### src/rtl/pad_io_pkg.sv
// pad_io_pkg -- shared constants and helpers for the GPIO pad controller.
//
// Contents:
//   N_CH_DEF, SYNC_STAGES_DEF, DB_CYCLES_DEF : default parameter values
//   clog2_f()                                : ceil(log2(v)), usable in constant expressions
//   cnt_width_f()                            : debounce counter width, clog2(max(db,2))
//
// Configuration macro: PAD_IO_DEBOUNCE_EN (consumed by pad_io_chan).
package pad_io_pkg;

   localparam int N_CH_DEF        = 16;
   localparam int SYNC_STAGES_DEF = 2;
   localparam int DB_CYCLES_DEF   = 1024;

   function automatic int clog2_f(input int v);
      int r;
      r = 0;
      for (int i = 0; i < 31; i++) begin
         if ((1 << i) < v) r = i + 1;
      end
      return r;
   endfunction

   // A 1-bit counter is the minimum, so DB_CYCLES of 1 still gets a legal width.
   function automatic int cnt_width_f(input int db);
      return clog2_f((db < 2) ? 2 : db);
   endfunction

endpackage

### src/rtl/pad_io_if.sv
// pad_io_if -- bundle of the GPIO-peripheral side and the iobuf side signals.
//
// Signals (all N_CH wide unless noted):
//   IO_OUT, IO_OP_EN          peripheral -> controller, output data / enable
//   IO_IN                     controller -> peripheral, debounced pad level
//   PAD_C                     iobuf -> controller, raw asynchronous pad level
//   PAD_I, PAD_OEN            controller -> iobuf, data and active-low enable
//   IRQ_RISE_EN, IRQ_FALL_EN  per-channel edge interrupt enables
//   IRQ_CLR                   per-channel single-cycle status clear strobe
//   IRQ_STATUS, IRQ (1 bit)   sticky edge status and its OR
//
// Modports: master = peripheral/pad environment, slave = pad_io_ctrl.
//
// There is no valid/ready handshake on this bundle: every signal is a level
// that is sampled or driven on each rising CLK edge, and IRQ_CLR acts on
// exactly the edge where it is seen high.
interface pad_io_if
   import pad_io_pkg::*;
   #(parameter int N_CH = N_CH_DEF);

   logic [N_CH-1:0] IO_OUT;
   logic [N_CH-1:0] IO_OP_EN;
   logic [N_CH-1:0] IO_IN;
   logic [N_CH-1:0] PAD_C;
   logic [N_CH-1:0] PAD_I;
   logic [N_CH-1:0] PAD_OEN;
   logic [N_CH-1:0] IRQ_RISE_EN;
   logic [N_CH-1:0] IRQ_FALL_EN;
   logic [N_CH-1:0] IRQ_CLR;
   logic [N_CH-1:0] IRQ_STATUS;
   logic            IRQ;

   modport master (
      output IO_OUT, IO_OP_EN, PAD_C, IRQ_RISE_EN, IRQ_FALL_EN, IRQ_CLR,
      input  IO_IN, PAD_I, PAD_OEN, IRQ_STATUS, IRQ
   );

   modport slave (
      input  IO_OUT, IO_OP_EN, PAD_C, IRQ_RISE_EN, IRQ_FALL_EN, IRQ_CLR,
      output IO_IN, PAD_I, PAD_OEN, IRQ_STATUS, IRQ
   );

endinterface

### src/rtl/pad_io_chan.sv
// pad_io_chan -- one GPIO input channel: synchroniser, debounce, edge detect
// and sticky interrupt status.
//
// Ports:
//   clk_i, rst_i   clock, asynchronous active-high reset
//   pad_c_i        raw pad level (asynchronous to clk_i)
//   rise_en_i      set status when the debounced level goes 0->1
//   fall_en_i      set status when the debounced level goes 1->0
//   clr_i          clear status (a coincident set wins)
//   io_in_o        debounced level
//   status_o       sticky edge status
//
// Configuration macro PAD_IO_DEBOUNCE_EN: when defined the synchronised level
// must differ from the stable level for DB_CYCLES consecutive edges before it
// is accepted; when undefined the stable level follows the synchroniser output
// one edge later and no counter is built.
module pad_io_chan
   import pad_io_pkg::*;
   #(
   parameter int SYNC_STAGES = SYNC_STAGES_DEF
`ifdef PAD_IO_DEBOUNCE_EN
   ,
   parameter int DB_CYCLES   = DB_CYCLES_DEF
`endif
   ) (
   input  logic clk_i,
   input  logic rst_i,
   input  logic pad_c_i,
   input  logic rise_en_i,
   input  logic fall_en_i,
   input  logic clr_i,
   output logic io_in_o,
   output logic status_o
);

   logic [SYNC_STAGES-1:0] sync_q, sync_d;
   logic                   s_w;
   logic                   stable_q, stable_d;
   logic                   status_q, status_d;
   logic                   set_w;

   assign sync_d = {sync_q[SYNC_STAGES-2:0], pad_c_i};
   assign s_w    = sync_q[SYNC_STAGES-1];

`ifdef PAD_IO_DEBOUNCE_EN
   localparam int                CNT_W   = cnt_width_f(DB_CYCLES);
   localparam logic [CNT_W-1:0]  CNT_MAX = CNT_W'(DB_CYCLES - 1);

   logic [CNT_W-1:0] cnt_q, cnt_d;

   // Any return of s to the stable level restarts qualification from zero.
   always_comb begin
      stable_d = stable_q;
      cnt_d    = cnt_q;
      if (s_w == stable_q) begin
         cnt_d = '0;
      end else if (cnt_q == CNT_MAX) begin
         stable_d = s_w;
         cnt_d    = '0;
      end else begin
         cnt_d = cnt_q + 1'b1;
      end
   end

   always_ff @(posedge clk_i or posedge rst_i) begin
      if (rst_i) begin
         cnt_q <= '0;
      end else begin
         cnt_q <= cnt_d;
      end
   end
`else
   always_comb begin
      stable_d = s_w;
   end
`endif

   // Edge is judged on the transition being committed this edge, so status
   // rises on the same edge as io_in_o.
   assign set_w    = (stable_d & ~stable_q & rise_en_i) |
                     (~stable_d & stable_q & fall_en_i);
   assign status_d = set_w | (status_q & ~clr_i);

   always_ff @(posedge clk_i or posedge rst_i) begin
      if (rst_i) begin
         sync_q   <= '0;
         stable_q <= 1'b0;
         status_q <= 1'b0;
      end else begin
         sync_q   <= sync_d;
         stable_q <= stable_d;
         status_q <= status_d;
      end
   end

   assign io_in_o  = stable_q;
   assign status_o = status_q;

endmodule

### src/rtl/pad_io_ctrl.sv
// pad_io_ctrl -- GPIO pad controller: registered output path to the iobufs
// and N_CH independent input channels with debounce and edge interrupts.
//
// Ports:
//   CLK      system clock, all registers on its rising edge
//   RESET    asynchronous active-high reset (pads hi-Z, status cleared)
//   pad_io   pad_io_if.slave bundle (see rtl/pad_io_if.sv)
//
// Parameters: N_CH (1..32), SYNC_STAGES (2..4), DB_CYCLES (1..65535).
// Configuration macro PAD_IO_DEBOUNCE_EN selects the debounced input path;
// without it DB_CYCLES has no effect.
module pad_io_ctrl
   import pad_io_pkg::*;
   #(
   parameter int N_CH        = N_CH_DEF,
   parameter int SYNC_STAGES = SYNC_STAGES_DEF,
   parameter int DB_CYCLES   = DB_CYCLES_DEF
   ) (
   input  logic    CLK,
   input  logic    RESET,
   pad_io_if.slave pad_io
);

   logic [N_CH-1:0] pad_i_q, pad_i_d;
   logic [N_CH-1:0] pad_oen_q, pad_oen_d;
   logic [N_CH-1:0] io_in_w;
   logic [N_CH-1:0] status_w;

   assign pad_i_d   = pad_io.IO_OUT;
   assign pad_oen_d = ~pad_io.IO_OP_EN;

   // Reset releases every pad to hi-Z with a defined zero on its data pin.
   always_ff @(posedge CLK or posedge RESET) begin
      if (RESET) begin
         pad_i_q   <= '0;
         pad_oen_q <= '1;
      end else begin
         pad_i_q   <= pad_i_d;
         pad_oen_q <= pad_oen_d;
      end
   end

   for (genvar c = 0; c < N_CH; c++) begin : g_chan
      pad_io_chan #(
         .SYNC_STAGES (SYNC_STAGES)
`ifdef PAD_IO_DEBOUNCE_EN
         ,
         .DB_CYCLES   (DB_CYCLES)
`endif
      ) u_chan (
         .clk_i     (CLK),
         .rst_i     (RESET),
         .pad_c_i   (pad_io.PAD_C[c]),
         .rise_en_i (pad_io.IRQ_RISE_EN[c]),
         .fall_en_i (pad_io.IRQ_FALL_EN[c]),
         .clr_i     (pad_io.IRQ_CLR[c]),
         .io_in_o   (io_in_w[c]),
         .status_o  (status_w[c])
      );
   end

   assign pad_io.PAD_I      = pad_i_q;
   assign pad_io.PAD_OEN    = pad_oen_q;
   assign pad_io.IO_IN      = io_in_w;
   assign pad_io.IRQ_STATUS = status_w;
   assign pad_io.IRQ        = |status_w;

endmodule

### src/flat_wrapper.sv
// flat-port wrapper written by rule: the top's interface ports become plain ports
module pad_io_ctrl_flat import pad_io_pkg::*;
#(
   parameter int N_CH        = N_CH_DEF,
   parameter int SYNC_STAGES = SYNC_STAGES_DEF,
   parameter int DB_CYCLES   = DB_CYCLES_DEF
   )
  (CLK, RESET, pad_io_IO_OUT, pad_io_IO_OP_EN, pad_io_PAD_C, pad_io_IRQ_RISE_EN, pad_io_IRQ_FALL_EN, pad_io_IRQ_CLR, pad_io_IO_IN, pad_io_PAD_I, pad_io_PAD_OEN, pad_io_IRQ_STATUS, pad_io_IRQ);
  pad_io_if #(.N_CH(N_CH)) pad_io_i ();
  input  logic CLK;
  input  logic RESET;
  input wire logic [$bits(pad_io_i.IO_OUT)-1:0] pad_io_IO_OUT;
  input wire logic [$bits(pad_io_i.IO_OP_EN)-1:0] pad_io_IO_OP_EN;
  input wire logic [$bits(pad_io_i.PAD_C)-1:0] pad_io_PAD_C;
  input wire logic [$bits(pad_io_i.IRQ_RISE_EN)-1:0] pad_io_IRQ_RISE_EN;
  input wire logic [$bits(pad_io_i.IRQ_FALL_EN)-1:0] pad_io_IRQ_FALL_EN;
  input wire logic [$bits(pad_io_i.IRQ_CLR)-1:0] pad_io_IRQ_CLR;
  output wire logic [$bits(pad_io_i.IO_IN)-1:0] pad_io_IO_IN;
  output wire logic [$bits(pad_io_i.PAD_I)-1:0] pad_io_PAD_I;
  output wire logic [$bits(pad_io_i.PAD_OEN)-1:0] pad_io_PAD_OEN;
  output wire logic [$bits(pad_io_i.IRQ_STATUS)-1:0] pad_io_IRQ_STATUS;
  output wire logic [$bits(pad_io_i.IRQ)-1:0] pad_io_IRQ;
  assign pad_io_i.IO_OUT = pad_io_IO_OUT;
  assign pad_io_i.IO_OP_EN = pad_io_IO_OP_EN;
  assign pad_io_i.PAD_C = pad_io_PAD_C;
  assign pad_io_i.IRQ_RISE_EN = pad_io_IRQ_RISE_EN;
  assign pad_io_i.IRQ_FALL_EN = pad_io_IRQ_FALL_EN;
  assign pad_io_i.IRQ_CLR = pad_io_IRQ_CLR;
  assign pad_io_IO_IN = pad_io_i.IO_IN;
  assign pad_io_PAD_I = pad_io_i.PAD_I;
  assign pad_io_PAD_OEN = pad_io_i.PAD_OEN;
  assign pad_io_IRQ_STATUS = pad_io_i.IRQ_STATUS;
  assign pad_io_IRQ = pad_io_i.IRQ;
  pad_io_ctrl #(.N_CH(N_CH), .SYNC_STAGES(SYNC_STAGES), .DB_CYCLES(DB_CYCLES)) u_core (.CLK(CLK), .RESET(RESET), .pad_io(pad_io_i));
endmodule
### config.mk
export PLATFORM = sky130hd
export DESIGN_NAME = pad_io_ctrl_flat
export DESIGN_NICKNAME = d
export VERILOG_FILES = /design/src/rtl/pad_io_pkg.sv /design/src/rtl/pad_io_if.sv /design/src/rtl/pad_io_chan.sv /design/src/rtl/pad_io_ctrl.sv /design/src/flat_wrapper.sv
export SDC_FILE = /design/constraint.sdc
export NUM_CORES = 1
export LEC_CHECK = 0
export BUFFER_PORTS_ARGS = -buffer_cell sky130_fd_sc_hd__buf_2
export CAP_MARGIN = 30
export CORE_UTILIZATION = 48
export DETAILED_ROUTE_END_ITERATION = 16
export GPL_ROUTABILITY_DRIVEN = 0
export PLACE_DENSITY = 0.83
export SETUP_SLACK_MARGIN = 0.5
export SYNTH_ARGS = -nofsm -noshare
export SYNTH_HDL_FRONTEND = slang
export SYNTH_SLANG_ARGS = --single-unit
### constraint.sdc
create_clock -name CLK -period 8.5 [get_ports CLK]
set_clock_uncertainty 0.2 [all_clocks]
set_input_delay 1.7 -clock CLK [delete_from_list [all_inputs] [get_ports CLK]]
set_output_delay 1.7 -clock CLK [all_outputs]
set_load 0.1 [all_outputs]
# After elaboration in Yosys (flattened, before gate mapping)
# Cells that the tools add are included.
[word_totals] input_bits=98 output_inout_bits=65 ff_bits=96
[op_classes] n_bitwise=161 n_reduce_logical=1
[ops] cell="bitwise AND 1 bit" count=80
[ops] cell="inverter 1 bit" count=48
[ops] cell="OR 1 bit" count=32
[ops] cell="inverter 16 bit" count=1
[ops] cell="OR reduction 16 bit" count=1

# Logic depth before layout (Yosys ltp)
# Gate-level depths: netlist (run 1).
[depth] word_depth=5 ltp_mapped=2 ltp_nobuf=2

# Modules after synthesis
# Synthesis (run 1) repeated with hierarchy kept, for this count alone.
[hier_totals] hier_cells=198 area_unflattened_um2=3057.9
[modules_own_cells] mod="pad_io_chan" cells_each=9 area_per_inst_um2=133.9 n_inst=16
[modules_own_cells] mod="pad_io_ctrl" cells_each=54 area_per_inst_um2=915.9 n_inst=1

# Worst setup path after synthesis (run 1)
# Ideal clock, no wire load.
[synth_path] path_type="reg-to-output" start="register u_core.g_chan[1].u_chan.status_q" end="output port pad_io_IRQ" required_ps=6600 slack_ps=5038 stages_incl_launch_ff=3 arrival_time_ps=1562 path_buffers=0 path_cell_list="dfrtp_1 nor4_1 nand4_1"
[synth_between] elab_chain_len=1
[synth_lines] item="from (decl)" line="pad_io_chan.sv:39" text="logic status_q, status_d;"
[synth_lines] item="from (signal assigned)" line="pad_io_chan.sv:92" text="status_q <= status_d;"
[synth_lines] item="OR reduction 16 bit" line="pad_io_ctrl.sv:66" text="assign pad_io.IRQ = |status_w;"
[synth_lines] item="to (decl)" line="flat_wrapper.sv:22" text="output wire logic [$bits(pad_io_i.IRQ)-1:0] pad_io_IRQ;"
# Every way passes these cells.

# Final worst setup path (run 1)
[layout_path] start="register u_core.g_chan[9].u_chan.status_q" end="output port pad_io_IRQ"
[layout_between] elab_chain_len=1
[layout_lines] item="from (decl)" line="pad_io_chan.sv:39"
[layout_lines] item="from (signal assigned)" line="pad_io_chan.sv:92"
[layout_lines] item="OR reduction 16 bit" line="pad_io_ctrl.sv:66"
# Every way passes these cells.

==> results of run 1 <==
## path summary, 6_finish.rpt
kind / startpoint / to / slack [ns] / depth (start not counted)
worst max-delay path: u_core.g_chan[9].u_chan.status_o / pad_io_IRQ / 4.96 / 3
min in group asynchronous: RESET / u_core.pad_io.PAD_I[3] / 1.11 / 2
worst min-delay path: u_core.g_chan[6].u_chan.sync_q[0] / u_core.g_chan[6].u_chan.sync_q[1] / 0.15 / 0
max in group asynchronous: RESET / u_core.g_chan[8].u_chan.status_o / 5.86 / 3
worst max register to register: u_core.g_chan[11].u_chan.sync_q[1] / u_core.g_chan[11].u_chan.status_o / 7.52 / 2
worst min register to register: u_core.g_chan[6].u_chan.sync_q[0] / u_core.g_chan[6].u_chan.sync_q[1] / 0.15 / 0
## cell type report
class,instances,share of cell area
inverters,21,0.0201
diodes,1,0.000619
flip-flops and latches,96,0.599
multi-input cells,65,0.103
repair buffers,163,0.202
clock inverters,3,0.00990
well taps,77,0.0238
clock buffers,13,0.0418
## through the flow
| step | cell area [um^2] | setup WS [ns] |
|---|---|---|
| floorplan | 3160 | 4.12 |
| global placement | 3830 | 5.35 |
| detailed placement | 3830 | 5.32 |
| CTS | 4040 | 4.93 |
| global route | 4040 | 4.84 |
| finish | 4050 | 4.96 |
## worst max-delay path: stages, from the launching register on
cell and delay (ns):
dfrtp_1 0.39, nor4_1 0.44, nand4_1 0.15, buf_2 0.32
## cell usage in the layout, fill, tap and decap left out, types with 9 or more instances in the layout
cell	instances
o211ai_1	12
inv_1	20
nand2_1	16
nand2b_1	9
nand3b_1	16
clkbuf_8	12
dfrtp_1	80
dfstp_2	16
buf_2	162
## routing by layer
metal,wire length (um),share of wire,vias up
met5,0,0,-
met1,2080,0.37,910
met2,2940,0.52,93
li1,-,-,945
met4,111,0.020,0
met3,487,0.087,11
## power breakdown
group	total, mW	switching, mW	internal [mW]	leakage, nW
Combinational	0.221	0.182	0.0392	0.867
Clock	0.299	0.140	0.159	0.109
Sequential	0.501	0.0143	0.487	1.11
Total	1.02	0.336	0.686	2.09
## sequential cells by signal, summed over array words and instances (netlist names)
register / count
u_core.g_chan.u_chan.sync_q: 32
u_core.pad_io.PAD_I: 16
u_core.g_chan.u_chan.io_in_o: 16
u_core.pad_io.PAD_OEN: 16
u_core.g_chan.u_chan.status_o: 16
## cell families after synthesis
family          after synthesis  synth area share
compound gates               16            0.0396
buf+inv                      53             0.101
flops                        96             0.767
simple gates                 49            0.0920
==> impl_metrics.env, run 1 <==
export IMPL_drt_drc_violations_left=0
export IMPL_synth_nets=312
export IMPL_cts_sinks=96
export IMPL_dieWidth_um=83.1
export IMPL_hold_ws_ns=0.148
export IMPL_start_util=0.497
export IMPL_met1_usage=0.200
export IMPL_clock_latency_ns=0.35
export IMPL_post_cts_buffers=0
export IMPL_grt_busiest_layer="met2"
export IMPL_fin_crit_sh=0.416
export IMPL_cts_made_buffers=9
export IMPL_syn_instance_count=214
export IMPL_power_mw=1.02
export IMPL_synth_edf_count=0
export IMPL_crit_required_ns=6.60
export IMPL_slew_headroom=0.449
export IMPL_vias_per_cell=4.46
export IMPL_fin_nets=454
export IMPL_grt_pass1_vias=2158
export IMPL_drt_iter0_drc=73
export IMPL_crit_fanout=3
export IMPL_yosys_top_cells_area="dfrtp_1 (63%), dfstp_2 (13%), buf_4 (7.6%)"
export IMPL_cts_tree="done"
export IMPL_synth_seq_cells=96
export IMPL_core_area_um2=6350
export IMPL_syn_to_final_growth_pct=28.1
export IMPL_placed_cells=422
export IMPL_p_leak_nw=2.09
export IMPL_drv_slew=0
export IMPL_wirelength_um=5620
export IMPL_ys_flop_type="dfrtp_1"
export IMPL_vias=1959
export IMPL_first_pass_iters=6
export IMPL_worst_slew_pin_slew_ns=0.826
export IMPL_max_cap_violations=0
export IMPL_outcome="completed"
export IMPL_grt_max_degree=71
export IMPL_clock_path_buffers=2
export IMPL_antenna_left=0
export IMPL_yosysMostFrequentCell="dfrtp_1"
export IMPL_antenna_found_initial=1
export IMPL_layout_cells_non_filler=439
export IMPL_path_class="flop to output pin"
export IMPL_io_buffers=162
export IMPL_n_fill_cell=505
export IMPL_hpwl_um=4370
export IMPL_synth_top_area_share=0.634
export IMPL_holdBufCountCts=0
export IMPL_regArea_um2=2420
export IMPL_setup_tns_ns=0
export IMPL_async_flop_share=1.00
export IMPL_ys_seq_area_frac=0.767
export IMPL_critPathCaptureType="output pin"
export IMPL_crit_path_start_kind="flop"
export IMPL_cts_resized=0
export IMPL_grt_util_met2=0.300
export IMPL_placementRows=29
export IMPL_ios=163
export IMPL_die_area_um2=6900
export IMPL_fin_util=0.637
export IMPL_p_per_area_nw_per_um2=253
export IMPL_grt_pass1_wl_um=9440
export IMPL_setup_viol=0
export IMPL_post_route_min_period_ns=3.54
export IMPL_grt_total_usage=0.176
export IMPL_htree_num_levels=3
export IMPL_critPathArrivalTime_ns=1.64
export IMPL_yosys_warnings=0
export IMPL_synth_area_um2=3160
export IMPL_holdCritPathClass="flop to flop"
export IMPL_wl_per_cell_um=12.8
export IMPL_synth_area_leader_cell="dfrtp_1"
export IMPL_path_clk_slew_ns=0.08
export IMPL_hold_viol=0
export IMPL_drive_gt1_frac=0.540
export IMPL_cts_root_buf="clkbuf_8"
export IMPL_ir_drop_uv=143
export IMPL_rsz0062_at_grt="no"
export IMPL_synth_distinct_cells=12
export IMPL_die_y_um=83.1
export IMPL_multi_input_area_um2=415
export IMPL_grt_util_met3=0.0596
export IMPL_max_freq_mhz=283
export IMPL_syn_avg_cell_area_um2=14.8
export IMPL_ys_top_cells_by_count="dfrtp_1 (80), buf_4 (32), inv_1 (21)"
export IMPL_grt_overflow_total=0
(Power assumes the default switching activity.)
==> inputs of run 2 (changes only) <==
--- a/config.mk
+++ b/config.mk
@@ -7,10 +7,10 @@
 export LEC_CHECK = 0
 export BUFFER_PORTS_ARGS = -buffer_cell sky130_fd_sc_hd__buf_2
 export CAP_MARGIN = 30
-export CORE_UTILIZATION = 48
+export CORE_UTILIZATION = 40
 export DETAILED_ROUTE_END_ITERATION = 16
 export GPL_ROUTABILITY_DRIVEN = 0
-export PLACE_DENSITY = 0.83
+export PLACE_DENSITY = 0.74
 export SETUP_SLACK_MARGIN = 0.5
 export SYNTH_ARGS = -nofsm -noshare
 export SYNTH_HDL_FRONTEND = slang
==> constraint.sdc (replaced) <==
create_clock -name CLK -period 3 [get_ports CLK]
set_clock_uncertainty 0.2 [all_clocks]
set_input_delay 0.6 -clock CLK [delete_from_list [all_inputs] [get_ports CLK]]
set_output_delay 0.6 -clock CLK [all_outputs]
set_load 0.1 [all_outputs]
==> impl_metrics.env, run 2 (synthesized netlist as in run 1, its figures left out) <==
export IMPL_p_per_area_nw_per_um2=694
export IMPL_grt_busiest_layer="met2"
export IMPL_met1_usage=0.166
export IMPL_drt_drc_violations_left=0
export IMPL_drv_slew=0
export IMPL_fin_nets=454
export IMPL_io_buffers=162
export IMPL_post_route_min_period_ns=2.33
export IMPL_crit_chain="nor4_1 > nand4_1 > buf_2"
export IMPL_grt_util_met2=0.255
export IMPL_wl_per_cell_um=12.6
export IMPL_max_cap_violations=0
export IMPL_syn_to_final_growth_pct=29.0
export IMPL_cts_sinks=96
export IMPL_power_mw=2.83
export IMPL_largest_reg_flops=32
export IMPL_top_register="u_core.g_chan.u_chan.sync_q"
export IMPL_die_y_um=90.8
export IMPL_ios=163
export IMPL_critPathCaptureType="output pin"
export IMPL_max_freq_mhz=429
export IMPL_crit_required_ns=2.20
export IMPL_hpwl_um=4380
export IMPL_layout_common_cells="buf_2 (162), dfrtp_1 (80), inv_1 (20)"
export IMPL_first_pass_iters=6
export IMPL_htree_num_levels=3
export IMPL_holdBufCountCts=0
export IMPL_slew_headroom=0.660
export IMPL_slowest_delay_ns=0.40
export IMPL_path_class="flop to output pin"
export IMPL_antenna_found_initial=1
export IMPL_grt_overflow_total=0
export IMPL_wirelength_um=5830
export IMPL_drive_gt1_frac=0.540
export IMPL_antenna_left=0
export IMPL_final_common_cell="buf_2"
export IMPL_holdCritPathClass="flop to flop"
export IMPL_critPathArrivalTime_ns=1.53
export IMPL_dieWidth_um=90.8
export IMPL_crit_path_start_kind="flop"
export IMPL_hold_viol=0
export IMPL_hold_ws_ns=0.151
export IMPL_setup_tns_ns=0
export IMPL_outcome="completed"
export IMPL_p_leak_nw=2.08
export IMPL_clock_path_buffers=2
export IMPL_ir_drop_uv=332
export IMPL_post_cts_buffers=0
export IMPL_placementRows=32
export IMPL_grt_util_met3=0.0598
export IMPL_vias_per_cell=4.21
export IMPL_worst_slew_pin_slew_ns=0.514
export IMPL_grt_total_usage=0.148
export IMPL_grt_pass1_wl_um=9270
export IMPL_fin_crit_sh=0.776
export IMPL_grt_max_degree=97
export IMPL_cts_made_buffers=9
export IMPL_cts_root_buf="clkbuf_8"
export IMPL_start_util=0.411
export IMPL_die_area_um2=8250
export IMPL_drt_iter0_drc=77
export IMPL_slowest_stage="dfrtp_1"
export IMPL_vias=1953
export IMPL_path_clk_slew_ns=0.09
export IMPL_crit_fanout=3
export IMPL_clock_latency_ns=0.34
export IMPL_setup_viol=0
export IMPL_grt_pass1_vias=2054
export IMPL_rsz0062_at_grt="no"
export IMPL_cts_tree="done"
export IMPL_core_area_um2=7690
export IMPL_cts_resized=0
==> run 2: changes by cell type in the layout (fill, tap and decap cells not counted), sizes merged <==
| cell | delta |
|---|---|
| bufinv | -1 |
| clkinv | +1 |
| inv | -1 |
| clkinvlp | +1 |
==> run 2: critical path, delay by kind of cell, from the launching register on <==
| kind | cells | cell delay (ns) |
|---|---|---|
| AND/OR/NAND/NOR | 2 | 0.48 |
| flip-flops | 1 | 0.40 |
| buffers and inverters | 1 | 0.31 |
==> run 2: final cells by class <==
cell class | count | area [um^2]
Antenna cell | 1 | 2.50
Clock inverter | 3 | 15.0
Clock buffer | 13 | 170
Timing Repair Buffer | 163 | 831
Fill cell | 682 | 3610
Sequential cell | 96 | 2420
Inverter | 21 | 82.6
Multi-Input combinational cell | 65 | 422
Tap cell | 102 | 128
==> run 2: routing by layer <==
layer	vias up	routed length (um)
li1	951	-
met1	918	2290
met2	82	3070
met3	2	441
met4	0	30
met5	-	0
==> run 2: report_power, final <==
part	internal, mW	total (mW)	switching, mW
Clock	0.372	0.777	0.405
Sequential	1.38	1.42	0.0404
Combinational	0.114	0.631	0.518
Total	1.87	2.83	0.963
==> run 2: stage by stage <==
step	instances	util	instance area [um^2]	setup WS, ns
2_1_floorplan	214	-	3160	0.638
3_3_place_gp	447	0.505	3880	0.980
3_5_place_dp	447	0.505	3880	0.967
4_1_cts	463	0.529	4060	0.580
5_1_grt	463	0.529	4070	0.544
6_report	464	0.530	4070	0.671
==> run 2: final timing paths <==
| path | start | endpoint | slack [ns] | depth (start not counted) |
|---|---|---|---|---|
| worst min register to register | u_core.g_chan[6].u_chan.sync_q[0] | u_core.g_chan[6].u_chan.sync_q[1] | 0.15 | 0 |
| worst max-delay path | u_core.g_chan[1].u_chan.status_o | pad_io_IRQ | 0.67 | 3 |
| min in group asynchronous | RESET | u_core.pad_io.PAD_I[11] | 0.19 | 3 |
| worst min-delay path | u_core.g_chan[6].u_chan.sync_q[0] | u_core.g_chan[6].u_chan.sync_q[1] | 0.15 | 0 |
| max in group asynchronous | RESET | u_core.pad_io.PAD_OEN[13] | 2.02 | 3 |
| worst max register to register | u_core.g_chan[1].u_chan.status_o | u_core.g_chan[1].u_chan.status_o | 2.01 | 2 |
==> inputs of run 3 (changes only) <==
--- a/config.mk
+++ b/config.mk
@@ -5,12 +5,13 @@
 export SDC_FILE = /design/constraint.sdc
 export NUM_CORES = 1
 export LEC_CHECK = 0
+export ABC_AREA = 1
 export BUFFER_PORTS_ARGS = -buffer_cell sky130_fd_sc_hd__buf_2
 export CAP_MARGIN = 30
-export CORE_UTILIZATION = 40
+export CORE_UTILIZATION = 45
 export DETAILED_ROUTE_END_ITERATION = 16
 export GPL_ROUTABILITY_DRIVEN = 0
-export PLACE_DENSITY = 0.74
+export PLACE_DENSITY = 0.78
 export SETUP_SLACK_MARGIN = 0.5
 export SYNTH_ARGS = -nofsm -noshare
 export SYNTH_HDL_FRONTEND = slang
==> constraint.sdc (replaced) <==
create_clock -name CLK -period 2.4 [get_ports CLK]
set_clock_uncertainty 0.2 [all_clocks]
set_input_delay 0.48 -clock CLK [delete_from_list [all_inputs] [get_ports CLK]]
set_output_delay 0.48 -clock CLK [all_outputs]
set_load 0.1 [all_outputs]
==> impl_metrics.env, run 3 <==
export IMPL_placementRows=30
export IMPL_crit_required_ns=1.72
export IMPL_grt_total_usage=0.169
export IMPL_drv_slew=0
export IMPL_vias_per_cell=4.13
export IMPL_largest_reg_flops=32
export IMPL_synth_seq_cells=96
export IMPL_crit_buf_inv=1
export IMPL_antenna_left=0
export IMPL_hold_viol=0
export IMPL_place_ws_ns=0.669
export IMPL_ys_top_cells_by_count="dfrtp_1 (80), inv_1 (49), nand2_1 (37)"
export IMPL_setup_tns_ns=0
export IMPL_synth_area_um2=3240
export IMPL_clock_latency_ns=0.34
export IMPL_path_class="flop to output pin"
export IMPL_cts_root_buf="clkbuf_8"
export IMPL_yosysMostFrequentCell="dfrtp_1"
export IMPL_power_mw=3.51
export IMPL_drt_drc_violations_left=0
export IMPL_crit_fanout=3
export IMPL_die_y_um=86.9
export IMPL_critPathArrivalTime_ns=1.29
export IMPL_cts_tree="done"
export IMPL_p_per_area_nw_per_um2=825
export IMPL_grt_pass1_wl_um=9380
export IMPL_p_leak_nw=2.35
export IMPL_fin_crit_sh=0.821
export IMPL_synth_distinct_cells=7
export IMPL_crit_chain="nor2_1 > nand2_1 > nor2_2 > nand2_2 > buf_12"
export IMPL_grt_max_degree=37
export IMPL_slew_headroom=0.557
export IMPL_syn_instance_count=272
export IMPL_worstSetupStartpoint="u_core.g_chan[12].u_chan.status_o"
export IMPL_holdBufCountCts=0
export IMPL_top_register="u_core.g_chan.u_chan.sync_q"
export IMPL_dieWidth_um=86.9
export IMPL_hpwl_um=4700
export IMPL_vias=2150
export IMPL_htree_num_levels=3
export IMPL_grt_pass1_vias=2185
export IMPL_ios=163
export IMPL_max_cap_violations=0
export IMPL_synth_top_area_share=0.617
export IMPL_async_flop_share=1.00
export IMPL_rsz0062_at_grt="yes"
export IMPL_fin_nets=517
export IMPL_yosys_top_cells_area="dfrtp_1 (62%), dfstp_2 (13%), buf_4 (7.4%)"
export IMPL_grt_overflow_total=0
export IMPL_path_clk_slew_ns=0.09
export IMPL_crit_path_start_kind="flop"
export IMPL_syn_to_final_growth_pct=31.3
export IMPL_final_common_cell="buf_2"
export IMPL_worst_slew_pin_slew_ns=0.663
export IMPL_setup_viol=0
export IMPL_die_area_um2=7550
export IMPL_cts_sinks=96
export IMPL_fin_ws_ns=0.430
export IMPL_critPathCaptureType="output pin"
export IMPL_cp_top_family="flip-flops"
export IMPL_stdcell_area_um2=4260
export IMPL_syn_avg_cell_area_um2=11.9
export IMPL_synth_edf_count=0
export IMPL_clock_path_buffers=2
export IMPL_regToRegStartpoint="u_core.g_chan[0].u_chan.status_o"
export IMPL_holdCritPathClass="input pin to async pin"
export IMPL_slowest_delay_ns=0.40
export IMPL_wirelength_um=6040
export IMPL_yosys_warnings=0
export IMPL_antenna_found_initial=0
export IMPL_drive_gt1_frac=0.479
export IMPL_wl_per_cell_um=11.6
export IMPL_ys_flop_type="dfrtp_1"
export IMPL_layout_common_cells="buf_2 (141), dfrtp_1 (80), inv_1 (48), nand2_1 (36), nand3_1 (32)"
export IMPL_core_area_um2=6870
export IMPL_slowest_stage="dfrtp_1"
export IMPL_drt_iter0_drc=85
export IMPL_cts_made_buffers=9
export IMPL_post_route_min_period_ns=1.97
export IMPL_synth_nets=370
export IMPL_synth_area_leader_cell="dfrtp_1"
export IMPL_outcome="completed"
export IMPL_ir_drop_uv=429
export IMPL_start_util=0.472
export IMPL_first_pass_iters=4
export IMPL_io_buffers=162
export IMPL_place_area_um2=3980
export IMPL_ys_seq_area_frac=0.747
export IMPL_max_freq_mhz=508
-- run 3: cell types whose count changed after synthesis, sizes merged, moves of 4 or more --
cell / before / now
nand3: 0 / 32
inv: 21 / 49
nor2: 0 / 26
nand2: 16 / 37
nand3b: 16 / 0
o211ai: 12 / 0
nand2b: 9 / 0
nor4: 4 / 0
o221ai: 4 / 0
-- run 3: report_power, final --
| part | internal [mW] | switching (mW) | leakage (nW) | total (mW) |
|---|---|---|---|---|
| clock network | 0.403 | 0.504 | 0.0853 | 0.908 |
| registers | 1.72 | 0.0475 | 1.11 | 1.77 |
| logic | 0.163 | 0.669 | 1.15 | 0.832 |
| total | 2.29 | 1.22 | 2.35 | 3.51 |
-- run 3: layout make-up --
class                   count  area, um^2
diodes                      1        2.50
clock buffers              11         141
clock inverters             5        33.8
fillers                   573        2610
inverters                  49         188
multi-input cells          95         404
flip-flops and latches     96        2420
well taps                  96         120
repair buffers            168         946
-- run 3: per-layer routing --
layer  GRT usage  share of wire  up-vias
met5           0              0        -
met4      0.0773          0.014        0
met3      0.0597          0.085        8
met2       0.298           0.53      101
met1       0.181           0.38      970
li1            -              -     1071
-- run 3: repair_timing --
action                                  in CTS  in global routing
pin swaps                                    1                  5
endpoints found under the setup margin      17                  5
resized for setup                           22                  5
buffers inserted                             3                  1
-- run 3: worst register-to-register path: cells and delay by family (launching register included) --
| kind | cells | cell delay [ns] |
|---|---|---|
| AND/OR/NAND/NOR | 2 | 0.14 |
| buffers and inverters | 1 | 0.14 |
| flip-flops | 1 | 0.39 |
-- run 3: stage by stage --
step	utilization	cells	hold WS (ns)
after floorplan	-	272	0.131
after global placement	0.579	500	0.132
after detailed placement	0.579	500	0.135
after CTS	0.617	519	0.00993
after global routing	0.619	520	0.00367
final	0.620	521	0.0251
-- run 3: worst paths after layout --
path	end	slack, ns	cells past startpoint
worst max-delay path	pad_io_IRQ	0.43	5
worst min-delay path	u_core.pad_io.PAD_I[14]	0.03	2
worst max register to register	u_core.g_chan[0].u_chan.status_o	1.42	3
worst min register to register	u_core.g_chan[12].u_chan.sync_q[1]	0.15	0
max in group asynchronous	u_core.pad_io.PAD_OEN[15]	1.32	3
min in group CLK	u_core.pad_io.PAD_OEN[12]	0.03	2
-- run 3: cell families (layout without fill, tap and decap cells) --
family / after synthesis / count (layout) / synth area share
flops: 96 / 96 / 0.747
other cells: 0 / 1 / 0
buf+inv: 81 / 233 / 0.131
simple gates: 95 / 95 / 0.122
